===== src/rtl/latch_seq_pkg.sv =====
// Shared definitions for the latch write sequencer: one-hot state encoding,
// error-counter width and a small elaboration-time helper.
package latch_seq_pkg;

    localparam int ERR_CNT_W = 8;

    localparam int IDLE_B  = 0;
    localparam int SETUP_B = 1;
    localparam int PULSE_B = 2;
    localparam int HOLD_B  = 3;
    localparam int CHECK_B = 4;

    // One flop per state so outputs like lat_en come straight off a single flop.
    typedef enum logic [4:0] {
        IDLE  = 5'b00001,
        SETUP = 5'b00010,
        PULSE = 5'b00100,
        HOLD  = 5'b01000,
        CHECK = 5'b10000
    } state_t;

    function automatic int max3(input int a, input int b, input int c);
        int m;
        m = (a > b) ? a : b;
        return (m > c) ? m : c;
    endfunction

endpackage


===== src/rtl/cyc_timer.sv =====
// Down-counter shared by the setup, pulse and hold windows: load a count,
// decrement once per cycle, report when it has reached zero.
module cyc_timer #(
    parameter int W = 1
) (
    input  logic         clk,
    input  logic         rst_n,
    input  logic         load,
    input  logic [W-1:0] load_val,
    input  logic         dec,
    output logic         zero
);

    logic [W-1:0] cnt;

    always_ff @(posedge clk or negedge rst_n) begin
        if (!rst_n) begin
            cnt <= '0;
        end else if (load) begin
            cnt <= load_val;
        end else if (dec && (cnt != '0)) begin
            cnt <= cnt - W'(1);
        end
    end

    assign zero = (cnt == '0);

endmodule


===== src/rtl/latch_write_sequencer.sv =====
// Drives a transparent-latch bank with programmable setup / pulse / hold windows,
// reads the latch back after each write and counts mismatches.
module latch_write_sequencer
    import latch_seq_pkg::*;
#(
    parameter int WIDTH     = 8,
    parameter int SETUP_CYC = 1,
    parameter int PULSE_CYC = 2,
    parameter int HOLD_CYC  = 1
) (
    input  logic                 clk,
    input  logic                 rst_n,
    input  logic                 in_valid,
    input  logic [WIDTH-1:0]     in_data,
    output logic                 in_ready,
    output logic [WIDTH-1:0]     lat_d,
    output logic                 lat_en,
    input  logic [WIDTH-1:0]     lat_q,
    output logic                 busy,
    output logic                 done,
    output logic                 err,
    output logic [ERR_CNT_W-1:0] err_count
);

    localparam int MAX_CYC = max3(SETUP_CYC, PULSE_CYC, HOLD_CYC);
    localparam int CNT_W   = (MAX_CYC > 1) ? $clog2(MAX_CYC) : 1;

    localparam logic [CNT_W-1:0] SETUP_LD = CNT_W'(SETUP_CYC - 1);
    localparam logic [CNT_W-1:0] PULSE_LD = CNT_W'(PULSE_CYC - 1);
    localparam logic [CNT_W-1:0] HOLD_LD  = CNT_W'(HOLD_CYC - 1);

    if (SETUP_CYC < 1 || PULSE_CYC < 1 || HOLD_CYC < 1) begin : g_param_check
        $error("latch_write_sequencer: SETUP_CYC, PULSE_CYC and HOLD_CYC must all be >= 1");
    end

    state_t           state;
    state_t           next_state;
    logic             accept;
    logic             tmr_load;
    logic [CNT_W-1:0] tmr_val;
    logic             tmr_dec;
    logic             tmr_zero;

    cyc_timer #(.W(CNT_W)) u_timer (
        .clk      (clk),
        .rst_n    (rst_n),
        .load     (tmr_load),
        .load_val (tmr_val),
        .dec      (tmr_dec),
        .zero     (tmr_zero)
    );

    always_ff @(posedge clk or negedge rst_n) begin
        if (!rst_n) begin
            state <= IDLE;
        end else begin
            state <= next_state;
        end
    end

    // Each window reloads the timer for the next one on its final cycle.
    always_comb begin
        next_state = state;
        accept     = 1'b0;
        tmr_load   = 1'b0;
        tmr_val    = '0;
        tmr_dec    = 1'b0;
        unique case (state)
            IDLE: begin
                if (in_valid) begin
                    accept     = 1'b1;
                    tmr_load   = 1'b1;
                    tmr_val    = SETUP_LD;
                    next_state = SETUP;
                end
            end
            SETUP: begin
                if (tmr_zero) begin
                    tmr_load   = 1'b1;
                    tmr_val    = PULSE_LD;
                    next_state = PULSE;
                end else begin
                    tmr_dec = 1'b1;
                end
            end
            PULSE: begin
                if (tmr_zero) begin
                    tmr_load   = 1'b1;
                    tmr_val    = HOLD_LD;
                    next_state = HOLD;
                end else begin
                    tmr_dec = 1'b1;
                end
            end
            HOLD: begin
                if (tmr_zero) begin
                    next_state = CHECK;
                end else begin
                    tmr_dec = 1'b1;
                end
            end
            CHECK: begin
                next_state = IDLE;
            end
            default: begin
                next_state = IDLE;
            end
        endcase
    end

    always_ff @(posedge clk or negedge rst_n) begin
        if (!rst_n) begin
            lat_d <= '0;
        end else if (accept) begin
            lat_d <= in_data;
        end
    end

    // Saturates rather than wrapping so a long-failing bank still reads as "many errors".
    always_ff @(posedge clk or negedge rst_n) begin
        if (!rst_n) begin
            err_count <= '0;
        end else if (err && (err_count != '1)) begin
            err_count <= err_count + ERR_CNT_W'(1);
        end
    end

    assign in_ready = state[IDLE_B];
    assign busy     = ~state[IDLE_B];
    assign lat_en   = state[PULSE_B];
    assign done     = state[CHECK_B];
    assign err      = state[CHECK_B] && (lat_q != lat_d);

endmodule


===== config.mk =====
export PLATFORM = sky130hd
export DESIGN_NAME = latch_write_sequencer
export DESIGN_NICKNAME = d
export VERILOG_FILES = /design/src/rtl/latch_seq_pkg.sv /design/src/rtl/cyc_timer.sv /design/src/rtl/latch_write_sequencer.sv
export SDC_FILE = /design/constraint.sdc
export NUM_CORES = 1
export LEC_CHECK = 0
export CAP_MARGIN = 5
export CORE_ASPECT_RATIO = 1.75
export CORE_UTILIZATION = 43
export DETAILED_ROUTE_END_ITERATION = 16
export PLACE_DENSITY = 0.77
export SLEW_MARGIN = 10
export SYNTH_ARGS = -nofsm -noshare
export SYNTH_HDL_FRONTEND = slang
export SYNTH_SLANG_ARGS = --single-unit

===== constraint.sdc =====
create_clock -name clk -period 1.9 [get_ports clk]
set_input_delay 0.285 -clock clk [delete_from_list [all_inputs] [get_ports clk]]
set_output_delay 0.285 -clock clk [all_outputs]
set_load 0.02 [all_outputs]

### Word-level counts from Yosys, hierarchy flattened

Cells that the tools add are included.

| cells by class | value |
|---|---|
| shifts and indexed selects | 0 |
| divide/modulo/power cells | 0 |
| add/sub/neg operators | 2 |
| bitwise logic cells | 1 |
| reductions and logical operators | 7 |
| multiplexer cells | 14 |
| equality and inequality tests | 10 |
| order comparisons | 0 |
| multipliers | 0 |

Operator list:

| operator | number |
|---|---|
| 2-to-1 mux 5 bit | 4 |
| one-hot mux 5 bit (4 select lines) | 1 |
| adder 8 x 1 -> 8 bit (second input constant) | 1 |
| 2-to-1 mux 1 bit | 8 |
| != test 2 bit (second input constant) | 4 |
| != test 8 bit | 1 |
| != test 8 bit (second input constant) | 1 |
| equality test 5 x 1 -> 1 bit (second input constant) | 1 |
| equality test 5 x 2 -> 1 bit (second input constant) | 1 |
| equality test 5 x 3 -> 1 bit (second input constant) | 1 |
| equality test 5 x 4 -> 1 bit (second input constant) | 1 |
| AND reduction 4 bit | 1 |
| logical AND 1 bit | 3 |
| OR reduction 3 bit | 1 |
| one-hot mux 1 bit (2 select lines) | 1 |
| nonzero test 2 bit | 1 |
| OR reduction 2 bit | 1 |
| NOT 1 bit | 1 |
| subtractor 1 bit (second input constant) | 1 |

| storage, ports and cells | value |
|---|---|
| memories | 0 |
| RAM bits | 0 |
| output and inout port bits | 21 |
| bits in registers | 22 |
| logic and storage cells | 38 |
| memory bits (read-only) | 0 |
| bits of input ports | 19 |
| latch bits | 0 |

### Longest topological paths before layout

Gate-level depths: netlist (run 1).

| depth | value |
|---|---|
| depth after elaboration | 6 |
| depth in mapped cells | 5 |
| depth with buffers taken out | 5 |

### Modules after synthesis

From an unflattened synthesis (run 1), not the netlist that was laid out.

| unflattened totals | value |
|---|---|
| cell total of the unflattened synthesis | 94 |
| area total of the unflattened synthesis | 1,081.0 um2 |

Modules (own cells, without submodules):

| module | sequential area each (um2) | cells each | area an instance (um2) | instances |
|---|---|---|---|---|
| latch_write_sequencer | 526.8 | 90 | 1,036.0 | 1 |
| cyc_timer | 25.0 | 4 | 45.0 | 1 |

### Least setup slack after synthesis (run 1)

No wires, ideal clock.

| timing path | value |
|---|---|
| path type | reg-to-reg |
| start point | register lat_d[7] |
| end point | register err_count[1] |
| slack | 0.201 ns |
| library setup time | 0.125 ns |
| clock period less this slack | 1.699 ns |
| data required time | 1.775 ns |
| path buffers | 0 |
| data arrival time | 1.574 ns |
| stages on the path, launching flop included | 6 |
| cells stage by stage | dfrtp_1 -> xor2_1 -> nor4_1 -> nand2_1 -> and3_4 -> mux2_4 |

| between the ends | value |
|---|---|
| cells in the longest elaborated chain, start to end | 3 |

RTL lines:

| what | RTL line | source |
|---|---|---|
| start: declaration | latch_write_sequencer.sv:16 | `output logic [WIDTH-1:0] lat_d,` |
| start signal: assignment | latch_write_sequencer.sv:115 | `lat_d <= in_data;` |
| != test 8 bit | latch_write_sequencer.sv:132 | `assign err = state[CHECK_B] && (lat_q != lat_d);` |
| logical AND 1 bit | latch_write_sequencer.sv:132 |  |
| logical AND 1 bit | latch_write_sequencer.sv:123 | `end else if (err && (err_count != '1)) begin` |
| end signal: assignment | latch_write_sequencer.sv:124 | `err_count <= err_count + ERR_CNT_W'(1);` |
| end: declaration | latch_write_sequencer.sv:22 | `output logic [ERR_CNT_W-1:0] err_count` |

Every way passes these cells.
A chain may end at the register's enable or synchronous reset.

### Worst setup path in the final report (run 1)

| timing path | value |
|---|---|
| start point | input lat_q[6] |
| end point | output err |

| between the ends | value |
|---|---|
| cells in the longest elaborated chain, start to end | 2 |

RTL lines:

| what | RTL line | source |
|---|---|---|
| start: declaration | latch_write_sequencer.sv:18 | `input logic [WIDTH-1:0] lat_q,` |
| != test 8 bit | latch_write_sequencer.sv:132 |  |
| logical AND 1 bit | latch_write_sequencer.sv:132 |  |
| end: declaration | latch_write_sequencer.sv:21 | `output logic err,` |

Every way passes these cells.

==> run metrics, run 1 <==
WL/cell=14.6 um; Final Cell Area=0.00164 mm2; number of library cell types mapped by synthesis=27; Post-Synth Simple-Gate Area=0.192; Clock Pin Slew Worst Setup and Hold Paths=0.08 ns; Max rail drop VDD=923 uV; hpwl dp=1900 um; DRC Markers=0; status=finished, final reports clean; Starting Density=0.457; final hold violation count=0; Sink Count=22; clk_lat worst skew=0.25 ns; number of synthesized flops with an enable pin=0; Yosys warning total=0; flop-to-flop setup slack=0.14 ns; CTS Buf Count=3; Mapped Nets=114; io pins=40; Worst Setup SP=lat_q[6]; Die Y=67.9 um; Fmax achieved=538 MHz; count leader, synth=dfrtp_1; routed via count=899; top cell type by total area after synthesis=dfrtp_1; Slew headroom=0.772; # setup viols final=0; Post-DRT Antenna Nets=0; FF+latch count, synth=22; placer's final routability congestion estimate=0.751; Area contributors post-synth=dfrtp_1 (49%), mux2_2 (9.5%), xor2_1 (7.4%), xnor2_1 (4.9%), nand4_1 (3.5%); antenna diode count=0; Final period util=0.977; xor/xnor cell area share of the yosys netlist=0.123; post-synthesis area per instance=11.3 um2; pin count of the biggest net entering global routing=23; GRT Total Usage=0.216; first-pass GRT wire length=3920 um; placed cell area=0.00156 mm2; die area=0.00269 mm2; critical setup path kind=in2out; CP max FO=2; Register-to-Register Path Depth=6; post-synthesis sequential area ratio=0.518; # rows=23; H-tree depth=1; r2r endpoint=err_count[1]; share of layout cells above drive strength 1=0.223; fill count=176; largest family of logic cells by synthesized area=simple AND/OR/NAND/NOR gates; Chip Width=39.6 um; Post-synth top flop=dfrtp_1; First-pass DRT Iterations=2; initial antenna violation count=0; ys async rst share=1.00; Slew @ Worst Pin=0.338 ns; Total Routed Length=2520 um; Power Density=1220 mW/mm2; Lkg Pwr=0.000718 uW; MaxCap Viol Count=0; Area Overhead vs Synth=53.4%; CTS tree=done; worst setup path endpoint=err; RR Startpoint=lat_d[6]; port bufs=39; final core utilization=0.702; Compound-Gate Fraction of Synth Area=0.0317; Core ar.=0.00233 mm2; Vias/cell=5.20; Nets=169; top post-synthesis cells by count=dfrtp_1 (21), mux2_2 (9), xor2_1 (9); required time worst endpoint=1.62 ns; crit path DAT=1.57 ns; Synth top area share=0.493; synthesized cell area=0.00107 mm2; fin crit period=1.86 ns; First DRT Iteration DRCs=18; vias in the first global route=945; Root Buffer=clkbuf_8; adder-cell share of the synthesized area=0.0117; Critical Path Source Type=input pin; Critical Path Sink Type=primary output; Max clock buf depth=2; Clock Skew=0.000697 ns; global route total overflow=0; mux contribution to synthesized area=0.109; CTS Hold Bufs=0; post-route setup TNS=0 ns; final slew viol count=0; HP Class=in2async; Syn Inst Count=94
## cell families after synthesis
kind of cell / after synthesis
buf+inv: 4
mux: 10
compound gates: 6
fa+ha+maj: 1
xor+xnor: 15
simple gates: 36
flops: 22
## worst max-delay path, cell delays in order
cell	delay [ns]
clkdlybuf4s50_1	0.43
xor2_1	0.15
nor4_1	0.32
nand2_1	0.11
and2_4	0.15
buf_6	0.12
## sequential cells by signal, summed over array words and instances (netlist names)
register,cells
u_timer.cnt,1
state,5
err_count,8
lat_d,8
## worst min path at each step
stage                    to  cells past startpoint  slack, ns    startpoint
2_1_floorplan  err_count[0]                      0      -0.01         rst_n
3_3_place_gp   err_count[5]                      1       0.50  err_count[5]
3_5_place_dp   err_count[5]                      1       0.51  err_count[5]
4_1_cts        err_count[2]                      2       0.37         rst_n
5_1_grt        err_count[2]                      2       0.39         rst_n
6_report       err_count[2]                      2       0.37         rst_n
## layout make-up
class,instances,area [um2],area share
well taps,25,31.3,0.0191
inverters,2,7.51,0.00459
multi-input cells,68,508,0.311
clock buffers,4,45.0,0.0275
flip-flops and latches,22,552,0.337
repair buffers,52,492,0.301
## repair_timing
action,CTS,global route
resized for setup,4,5
pin swaps,1,4
buffers inserted,0,2
setup endpoints to repair,1,1
## layer usage
| metal | track usage | share of wire | vias up | wire, um |
|---|---|---|---|---|
| met3 | 0.0292 | 0.029 | 2 | 74 |
| met4 | 0.103 | 0.012 | 0 | 29 |
| met2 | 0.424 | 0.61 | 24 | 1530 |
| met5 | 0 | 0 | - | 0 |
| met1 | 0.197 | 0.35 | 434 | 884 |
| li1 | - | - | 439 | - |
## where the power goes
part / leakage, uW / total [uW] / switching [uW] / internal [uW]
Combinational: 0.000412 / 962 / 418 / 543
Sequential: 0.000283 / 746 / 139 / 607
Clock: 0.0000228 / 292 / 143 / 149
## placed cells by master (no fill, tap or decap), types with 2 or more instances in the layout
master	netlist	final
nand2_1	5	5
xor2_1	9	9
clkbuf_8	0	3
xnor2_1	6	6
buf_4	0	13
and3_1	2	2
nand3_1	2	2
nor2_1	7	7
nor3_1	3	3
nand4_1	6	6
clkdlybuf4s50_1	0	37
mux2_2	9	9
inv_1	2	2
a21oi_1	4	4
dfrtp_1	21	21
## per-stage QoR
stage	hold WS, ns	worst slack (ns)	power [uW]	cells
6_report	0.366	0.0428	2000	173
5_1_grt	0.393	-0.00439	2110	173
4_1_cts	0.373	0.0110	1970	171
3_5_place_dp	0.509	-0.373	1670	167
3_3_place_gp	0.499	-0.345	1640	167
2_1_floorplan	-0.0106	0.201	1200	94
Note: power is estimated with default switching activity, not from simulation.
==> run 2: changes to the inputs <==
--- a/config.mk
+++ b/config.mk
@@ -14,3 +14,4 @@
 export SYNTH_ARGS = -nofsm -noshare
 export SYNTH_HDL_FRONTEND = slang
+export SYNTH_HIERARCHICAL = 1
 export SYNTH_SLANG_ARGS = --single-unit
==> constraint.sdc (replaced) <==
create_clock -name clk -period 1.9 [get_ports clk]
set_input_delay 0.38 -clock clk [delete_from_list [all_inputs] [get_ports clk]]
set_output_delay 0.38 -clock clk [all_outputs]
set_load 0.02 [all_outputs]
==> run metrics, run 2 <==
# setup viols final=0; FF+latch count, synth=22; Slew headroom=0.578; Critical Path Sink Type=primary output; Yosys warning total=6; CTS tree=done; Nets=164; fin crit period=1.84 ns; post-synthesis area per instance=11.5 um2; number of library cell types mapped by synthesis=31; final slew viol count=0; commonest non-fill, non-tap cell in the layout=clkdlybuf4s50_1; Syn Inst Count=94; Register-to-Register Path Depth=7; Mapped Nets=114; Fmax achieved=542 MHz; hpwl dp=1840 um; CTS Hold Bufs=0; top cell type by total area after synthesis=dfrtp_1; top post-synthesis cells by count=dfrtp_1 (21), mux2_2 (9), xor2_1 (9); Non-Filler Instances=168; Total Routed Length=2390 um; Lkg Pwr=0.000722 uW; RR Startpoint=lat_d[1]; WL/cell=14.2 um; First-pass DRT Iterations=3; Final period util=0.970; MaxCap Viol Count=0; Starting Density=0.464; slowest stage cell, crit path=dfrtp_1; port bufs=39; Clock Pin Slew Worst Setup and Hold Paths=0.08 ns; H-tree depth=1; count leader, synth=dfrtp_1; r2r endpoint=err_count[6]; Critical path buffers and inverters=2; # rows=23; share of layout cells above drive strength 1=0.224; CTS Buf Count=3; io pins=40; met3 usage=0.00974; Clock Skew=0.00168 ns; crit path DAT=1.46 ns; Core ar.=0.00233 mm2; Worst Setup SP=lat_d[1]; routed via count=893; Chip Width=39.9 um; first-pass GRT wire length=3820 um; Area Overhead vs Synth=49.4%; initial antenna violation count=0; Root Buffer=clkbuf_8; antenna diode count=0; worst setup path endpoint=err; Post-synth top flop=dfrtp_1; CP peak stage delay=0.40 ns; biggest regs=err_count (8), lat_d (8), state (5); die area=0.00273 mm2; # placed instances=164; Vias/cell=5.32; GR Layer Usage met1=0.210; post-route setup TNS=0 ns; HP Class=in2async; global route total overflow=0; most frequent cells in the layout=clkdlybuf4s50_1 (29), dfrtp_1 (21), buf_4 (10); Overall Power=2060 uW; Die Y=68.3 um; Slew @ Worst Pin=0.628 ns; vias in the first global route=883; Sink Count=22; post-synthesis sequential area ratio=0.510; final core utilization=0.693; Top delay family on crit path=flip-flops; Final Cell Area=0.00162 mm2; ys async rst share=1.00; cell depth of the worst setup path=5; pin count of the biggest net entering global routing=23; clk_lat worst skew=0.26 ns; critical setup path kind=reg2out; final hold violation count=0; worst path cell trace=xor2_1 -> nor4_1 -> buf_4 -> a21boi_2 -> buf_6; Max rail drop VDD=776 uV; flop-to-flop setup slack=0.12 ns; RSZ-0062 raised after global routing=no; Critical Path Source Type=flip-flop; Synth top area share=0.486; CP max FO=2; number of synthesized flops with an enable pin=0; status=finished, final reports clean; Area contributors post-synth=dfrtp_1 (49%), mux2_2 (9.4%), xor2_1 (7.3%), xnor2_1 (4.9%), nor4_1 (2.9%); placer's final routability congestion estimate=0.724; Max clock buf depth=2; placed cell area=0.00156 mm2; GR Util met2=0.391; required time worst endpoint=1.52 ns; DRC Markers=0; Post-DRT Antenna Nets=0; Power Density=1270 mW/mm2; GRT Total Usage=0.205; GRT busiest layer=met2; synthesized cell area=0.00108 mm2; First DRT Iteration DRCs=23
run 2: layout make-up:
type | instances | area [um2]
fill | 190 | 716
sequential | 22 | 552
multi-input combinational | 66 | 510
timing repair buffer | 49 | 459
clock buffer | 4 | 55.1
tap | 25 | 31.3
inverter | 2 | 7.51
run 2: where the power goes:
| group | internal, uW | total [uW] | switching (uW) |
|---|---|---|---|
| clock network | 185 | 335 | 150 |
| logic | 516 | 969 | 454 |
| registers | 610 | 753 | 143 |
run 2: worst min-delay path by stage:
stage	cells after the start	to	start	slack (ns)
finish	2	err_count[1]	rst_n	0.46
global route	2	err_count[1]	rst_n	0.49
floorplan	0	err_count[0]	rst_n	0.08
CTS	2	state[4]	rst_n	0.48
global placement	1	err_count[5]	err_count[5]	0.50
detailed placement	1	err_count[2]	err_count[2]	0.51
run 2: kinds of logic after synthesis:
family / synth area share
AOI/OAI and AO/OA: 0.0556
xor gates and xnor gates: 0.122
adders and majority gates: 0.0116
buffers and inverters: 0.0231
DFF: 0.510
muxes: 0.108
and+or+nand+nor: 0.170
run 2: metrics by stage:
stage / hold WS (ns) / setup slack [ns]
after floorplan: 0.0844 / 0.142
after global placement: 0.504 / -0.511
after detailed placement: 0.512 / -0.499
after CTS: 0.479 / 0.0294
after global routing: 0.491 / 0.0200
final: 0.464 / 0.0564
run 2: routing by layer:
layer,routed length [um],vias up,part of all wire
met4,38,0,0.016
met3,75,4,0.031
met5,0,-,0
li1,-,433,-
met2,1340,25,0.56
met1,937,431,0.39
run 2: repair_timing:
item	in CTS	in global routing
gates resized for setup	14	2
buffers inserted	0	0
setup endpoints to repair	4	1
pin swaps	3	2
==> run 3: changes to the inputs <==
- CORE_MARGIN: default -> 2
- SLEW_MARGIN: 10 -> default
==> run metrics, run 3 (synthesis results as in run 2) <==
status=finished, final reports clean; Clk pwr share=0.197; initial antenna violation count=0; Net Sw Frac=0.344; Fmax achieved=544 MHz; CP max FO=2; Register-to-Register Path Depth=6; met2 routed WL=1330 um; Power Density=1310 mW/mm2; dpl ws=-0.575 ns; Multi-input gate area=517 um2; # setup viols final=0; P_int=1420 uW; final slew viol count=0; Worst Setup SP=lat_q[5]; placer's final routability congestion estimate=0.853; first-pass GRT wire length=4180 um; commonest non-fill, non-tap cell in the layout=clkdlybuf4s50_1; global route total overflow=0; biggest regs=err_count (8), lat_d (8), state (5); CTS tree=done; Clock Skew=0.00196 ns; Critical Path Source Type=input pin; Chip Width=41.9 um; M1 WL=985 um; cell depth of the worst setup path=5; placed cell area=0.00156 mm2; final core utilization=0.679; Critical Path Sink Type=primary output; CP peak stage delay=0.48 ns; slowest stage cell, crit path=clkdlybuf4s50_1; routed via count=884; crit path DAT=1.46 ns; Max clock buf depth=2; worst path cell trace=clkdlybuf4s50_1 -> xor2_1 -> nor4_2 -> a21boi_2 -> buf_6; Non-Filler Instances=169; Max rail drop VDD=760 uV; CTS Hold Bufs=0; fill count=202; Slew headroom=0.714; hpwl dp=1890 um; MaxCap Viol Count=0; required time worst endpoint=1.52 ns; most frequent cells in the layout=clkdlybuf4s50_1 (30), dfrtp_1 (21), buf_4 (10); DRC Markers=0; io pins=40; Root Buffer=clkbuf_8; Final Cell Area=0.00165 mm2; Post CTS Setup Buffer Count=0; Nets=164; Core ar.=0.00243 mm2; WL/cell=14.4 um; setup ws final=0.0634 ns; die area=0.00295 mm2; Starting Density=0.444; Critical path buffers and inverters=2; flop-to-flop setup slack=0.15 ns; Die Y=70.3 um; Final period util=0.967; Post-DRT Antenna Nets=0; Top Layer Used=met4; Lkg Pwr=0.000749 uW; RSZ-0062 raised after global routing=yes; RR Startpoint=lat_d[0]; Sink Count=22; antenna diode count=0; sequential fraction of design power=0.344; critical setup path kind=in2out; Clock Pin Slew Worst Setup and Hold Paths=0.08 ns; port bufs=39; register area=552 um2; # placed instances=165; # rows=24; worst setup path endpoint=err; First-pass DRT Iterations=4; fin crit period=1.84 ns; hold_ws=0.474 ns; r2r endpoint=err_count[6]; pin count of the biggest net entering global routing=23; final hold violation count=0; CTS Buf Count=3; Total Routed Length=2440 um; First DRT Iteration DRCs=4; vias in the first global route=918; HP Class=in2async; share of layout cells above drive strength 1=0.231; GRT Total Usage=0.185; NetSw=747 uW; H-tree depth=1; Vias/cell=5.23; routed wire length on met3=98 um; Top delay family on crit path=buffers and inverters; clk_lat worst skew=0.26 ns; Area Overhead vs Synth=52.8%; Slew @ Worst Pin=0.425 ns; Gate power share=0.459
run 3: changes by cell type in the layout (fill, tap and decap cells not counted), sizes merged:
cell | previous run | this run
dlygate4sd2 | 8 | 4
clkbuf | 4 | 3
clkdlybuf4s50 | 29 | 30
bufinv | 0 | 1
dlymetal6s2s | 1 | 4
run 3: power by group through the flow:
stage	Combinational, uW	Clock (uW)	Sequential, uW
final	997	427	746
after global routing	1090	463	769
after CTS	1010	438	749
after detailed placement	993	0	754
after global placement	966	0	752
after floorplan	401	0	867
run 3: worst min-delay path by stage:
stage | from | end | slack, ns | depth (start not counted)
5_1_grt | rst_n | u_timer/cnt | 0.48 | 2
2_1_floorplan | rst_n | err_count[0] | 0.08 | 0
4_1_cts | rst_n | err_count[7] | 0.47 | 2
3_3_place_gp | err_count[7] | err_count[7] | 0.50 | 1
3_5_place_dp | err_count[2] | err_count[2] | 0.51 | 1
6_report | rst_n | lat_d[0] | 0.47 | 2
run 3: repair_timing:
action	in CTS	in global routing
resized for setup	12	4
endpoints found under the setup margin	4	2
pin swaps	5	5
run 3: layer usage:
layer,GRT usage,up-vias
met2,0.344,30
met4,0.0753,0
met3,0.0207,2
met5,0,-
met1,0.204,421
li1,-,431
run 3: worst reg2reg max path: cells and delay by family (launching register included):
| family | cells | cell delay, ns |
|---|---|---|
| compound gates | 1 | 0.12 |
| xor+xnor | 1 | 0.17 |
| buf+inv | 1 | 0.17 |
| flops | 1 | 0.42 |
| mux | 1 | 0.33 |
| simple gates | 2 | 0.43 |
run 3: final cells by class:
cell class	instances	area share
Sequential cell	22	0.334
Multi-Input combinational cell	66	0.313
Timing Repair Buffer	49	0.286
Clock buffer	3	0.0250
Tap cell	26	0.0197
Clock inverter	1	0.0182
Inverter	2	0.00455
run 3: stage by stage:
step	setup TNS [ns]	power, uW
2_1_floorplan	0	1270
3_3_place_gp	-2.60	1720
3_5_place_dp	-2.16	1750
4_1_cts	0	2200
5_1_grt	-0.0157	2320
6_report	0	2170
